--- config.mk ---
export PLATFORM = sky130hd
export DESIGN_NAME = mem_stage_ctrl
export DESIGN_NICKNAME = d
export VERILOG_FILES = /design/src/rtl/mem_stage_ctrl.sv
export SDC_FILE = /design/constraint.sdc
export NUM_CORES = 1
export LEC_CHECK = 0
export CORE_MARGIN = 2
export CORE_UTILIZATION = 44
export DETAILED_ROUTE_END_ITERATION = 12
export GPL_TIMING_DRIVEN = 0
export PLACE_DENSITY = 0.86
export SYNTH_ARGS = -nofsm -noshare
export SYNTH_HDL_FRONTEND = slang
export SYNTH_SLANG_ARGS = --single-unit
--- constraint.sdc ---
create_clock -name clk -period 4.16 [get_ports clk]
set_clock_uncertainty 0.15 [all_clocks]
set_input_delay 1.248 -clock clk [delete_from_list [all_inputs] [get_ports clk]]
set_output_delay 1.248 -clock clk [all_outputs]
set_load 0.005 [all_outputs]
--- src/rtl/mem_stage_ctrl.sv ---
`default_nettype none
// ============================================================================
// Module   : mem_stage_ctrl
// Purpose  : MEM-stage sequencer running a req/ack data-memory transaction and
//            stalling/bubbling the pipeline until it completes.
// Revision : 1.0
// ============================================================================
module mem_stage_ctrl #(
  parameter int DATA_W  = 32,
  parameter int ADDR_W  = 32,
  parameter int TIMEOUT = 15
) (
  input  logic              clk,
  input  logic              rst,
  input  logic              MemReadIn,
  input  logic              MemWriteIn,
  input  logic [ADDR_W-1:0] addrIn,
  input  logic [DATA_W-1:0] wdataIn,
  output logic              mem_req,
  output logic              mem_we,
  output logic [ADDR_W-1:0] mem_addr,
  output logic [DATA_W-1:0] mem_wdata,
  input  logic              mem_ack,
  input  logic [DATA_W-1:0] mem_rdata,
  output logic              stall,
  output logic              wb_bubble,
  output logic [DATA_W-1:0] dataMemoryDataOut,
  output logic              mem_err
);

  localparam int              TMR_W   = $clog2(TIMEOUT + 1);
  localparam logic [TMR_W-1:0] TMR_MAX = TMR_W'(TIMEOUT);

  typedef enum logic [1:0] {
    S_IDLE   = 2'd0,
    S_ACCESS = 2'd1,
    S_DONE   = 2'd2,
    S_ERR    = 2'd3
  } state_t;

  state_t             state_q, state_d;
  logic [TMR_W-1:0]   timer_q, timer_d;
  logic [TMR_W-1:0]   timer_inc;
  logic               we_q, we_d;
  logic [ADDR_W-1:0]  addr_q, addr_d;
  logic [DATA_W-1:0]  wdata_q, wdata_d;
  logic [DATA_W-1:0]  rdata_q, rdata_d;
  logic               op_req;

  // Gated by rst so the combinational stall is also 0 while reset is held.
  assign op_req = rst & (MemReadIn | MemWriteIn);

  always_ff @(posedge clk or negedge rst) begin
    if (!rst) begin
      state_q <= S_IDLE;
      timer_q <= '0;
      we_q    <= 1'b0;
      addr_q  <= '0;
      wdata_q <= '0;
      rdata_q <= '0;
    end else begin
      state_q <= state_d;
      timer_q <= timer_d;
      we_q    <= we_d;
      addr_q  <= addr_d;
      wdata_q <= wdata_d;
      rdata_q <= rdata_d;
    end
  end

  always_comb begin
    state_d   = state_q;
    timer_d   = timer_q;
    we_d      = we_q;
    addr_d    = addr_q;
    wdata_d   = wdata_q;
    rdata_d   = rdata_q;
    timer_inc = (timer_q == TMR_MAX) ? timer_q : timer_q + 1'b1;
    mem_req   = 1'b0;
    mem_err   = 1'b0;
    stall     = 1'b0;
    case (state_q)
      S_IDLE: begin
        stall   = op_req;
        timer_d = '0;
        if (op_req) begin
          we_d    = MemWriteIn;
          addr_d  = addrIn;
          wdata_d = wdataIn;
          state_d = S_ACCESS;
        end
      end
      S_ACCESS: begin
        mem_req = 1'b1;
        stall   = 1'b1;
        // A late ack wins over a timeout expiring in the same cycle.
        if (mem_ack) begin
          if (!we_q) rdata_d = mem_rdata;
          timer_d = '0;
          state_d = S_DONE;
        end else begin
          timer_d = timer_inc;
          if (timer_inc == TMR_MAX) state_d = S_ERR;
        end
      end
      S_DONE: begin
        state_d = S_IDLE;
      end
      S_ERR: begin
        stall   = 1'b1;
        mem_err = 1'b1;
      end
      default: state_d = S_IDLE;
    endcase
  end

  assign wb_bubble         = stall;
  assign mem_we            = we_q;
  assign mem_addr          = addr_q;
  assign mem_wdata         = wdata_q;
  assign dataMemoryDataOut = rdata_q;

endmodule
`default_nettype wire

==> metrics.yaml <==
drt_iter0_markers: 39
synth_top_area_cell: "dfrtp_1"
crit_family: "buffers and inverters"
fin_hold_ws_ns: 0.360
async_flop_share: 1.00
synth_cell_type_count: 29
start_util: 0.453
slowest_delay_ns: 0.49
drc: 0
power_frac_seq: 0.378
avgViaCountPerCell: 4.91
p_clk_frac: 0.145
via_count: 2876
tns_ns: 0
synth_nets: 362
p_leak_nw: 2.91
run_status: "finished clean"
combinationalPowerShare: 0.477
synth_common_cells: "dfrtp_1, mux2_2, mux2_4, buf_2, ha_1"
cts_buffers: 9
cp_data_arrival_time_ns: 2.66
design.core.area_um2: 9200
antenna_found_initial: 0
port_buffers: 201
cp-end-kind: "output pin"
cts_max_path_buffers: 2
grt-ovfl-total: 0
final-setup-viol-count: 0
cp_cell_sequence: "clkbuf_8 -> o211ai_2 -> buf_6 -> a21oi_2 -> buf_4 -> clkdlybuf4s50_1"
clk_pin_slew_ns: 0.09
placementRows: 35
dieArea_um2: 10300
grt_start_max_net_pins: 64
synth-seq-area-share: 0.618
required_ns: 2.76
wl_per_cell_um: 16.8
intPower_mw: 3.41
max_freq_mhz: 246
drive_above_1_share: 0.280
avgSynthCellArea_um2: 16.4
routed_wl_mm: 9.84
rsz0062_at_grt: "no"
slew_violations: 0
antenna_left: 0
irDropWorstVdd_v: 0.000375
synth-main-ff-cell: "dfrtp_1"
first_pass_iters: 4
die_y_um: 101
hp-class: "reg2reg"
cp-start-kind: "input port"
holdPathStages: 1
clk_root_buffer_cell: "clkbuf_8"
yosysMostFrequentCell: "dfrtp_1"
relSlewSlack: 0.763
path_depth: 6
place_congestion: 0.771
yosys_warnings: 0
area_delta_synth_final_pct: 58.0
cts.htree.levels: 3
crit_type: "in2out"
syn-instance-count: 255
rr_worst_depth: 8
synth-seq-cells: 103
final_hold_viol_count: 0
fin_util: 0.716
cp_num_buf_inv: 4
cts_sinks: 103
grt_pass1_wl_mm: 15.7
mappedNetlistArea_um2: 4170
antennaDiodeCount: 0
cap_violations: 0
powerDensity_nw_per_um2: 711
critPathSlowestCell: "clkdlybuf4s50_1"
clk_latency_ns: 0.34
place_hpwl_mm: 7.54
switchingPower_mw: 1.28
netSwitchingFraction: 0.273
cts_tree: "yes"
fin_crit_sh: 0.976
synthDominantCellAreaShare: 0.618
fin_area_um2: 6590
worstMarginPinSlew_ns: 0.356
boundaryPins: 202
grt_pass1_vias: 3059
nets: 577
die_w_um: 101
period_needed_ns: 4.06
dpl_cell_area_um2: 6350
path_max_fanout: 42
synth_edf_count: 0
hold_buffers: 0
grt_usage: 0.198
synth_area_leaders: "dfrtp_1, mux2_2, mux2_4"
-- placed cells by master, fill, tap and decap left out, types with 4 or more instances in the layout --
master	count
mux2_2	68
clkdlybuf4s50_1	198
mux2_4	29
buf_4	4
inv_1	4
nand2_1	4
clkbuf_8	10
dfrtp_1	103
nor2_1	5
ha_1	6
buf_2	6
-- area by class of cell --
cell class	count	area, µm²
fill	625	2610
sequential	103	2580
timing repair buffer	205	2070
multi-input combinational	136	1490
tap	111	139
clock buffer	9	124
clock inverter	7	95.1
buffer	11	76.3
inverter	4	15.0
-- kinds of logic after synthesis --
| logic type | share of synthesized area |
|---|---|
| mux | 0.290 |
| flops | 0.618 |
| simple gates | 0.0234 |
| fa+ha+maj | 0.0180 |
| buf+inv | 0.0246 |
| compound gates | 0.0255 |
-- metrics by stage --
step	setup WS (ns)	power [mW]	cells
floorplan	0.749	2.69	255
global placement	-4.32	3.94	567
detailed placement	-0.442	4.03	568
CTS	0.0232	4.74	586
global route	0.0137	4.99	586
finish	0.101	4.68	586
-- state kept, by name (all words and copies together), names as in the netlist --
register,cells
dataMemoryDataOut,32
mem_wdata,32
mem_we,1
mem_addr,32
state_q,2
timer_q,4
-- final timing paths --
kind                               from                    end  slack, ns
max                                 rst              wb_bubble       0.10
min in group asynchronous           rst          mem_wdata[12]       0.66
min                        mem_addr[25]           mem_addr[25]       0.36
max reg2reg                  state_q[0]          mem_wdata[22]       1.87
min reg2reg                mem_addr[25]           mem_addr[25]       0.36
max in group asynchronous           rst  dataMemoryDataOut[15]       2.59
-- power groups by stage --
stage / clock [mW] / combinational [mW] / sequential (mW)
final: 0.680 / 2.23 / 1.77
after global routing: 0.749 / 2.40 / 1.84
after CTS: 0.701 / 2.27 / 1.77
after detailed placement: 0 / 2.25 / 1.79
after global placement: 0 / 2.19 / 1.75
after floorplan: 0 / 0.880 / 1.81
-- per-layer routing --
layer | global-route usage | vias to the layer above | part of all wire
met5 | 0 | - | 0
met4 | 0.0613 | 0 | 0.016
met3 | 0.0745 | 14 | 0.088
met2 | 0.333 | 132 | 0.51
met1 | 0.238 | 1399 | 0.39
li1 | - | 1331 | -
-- worst reg2reg max path, stage by stage (launching register included) --
cell,delay (ns)
dfrtp_1,0.43
inv_1,0.11
ha_1,0.28
o211ai_2,0.10
buf_6,0.13
buf_4,0.21
buf_4,0.24
buf_6,0.21
mux2_4,0.32
-- repair_timing --
action | 4_1_cts | 5_1_grt
endpoints found under the setup margin | 2 | 1
pin swaps | 2 | 0
buffers inserted | 3 | 0
gates resized for setup | 3 | 2
(Power assumes the default switching activity.)
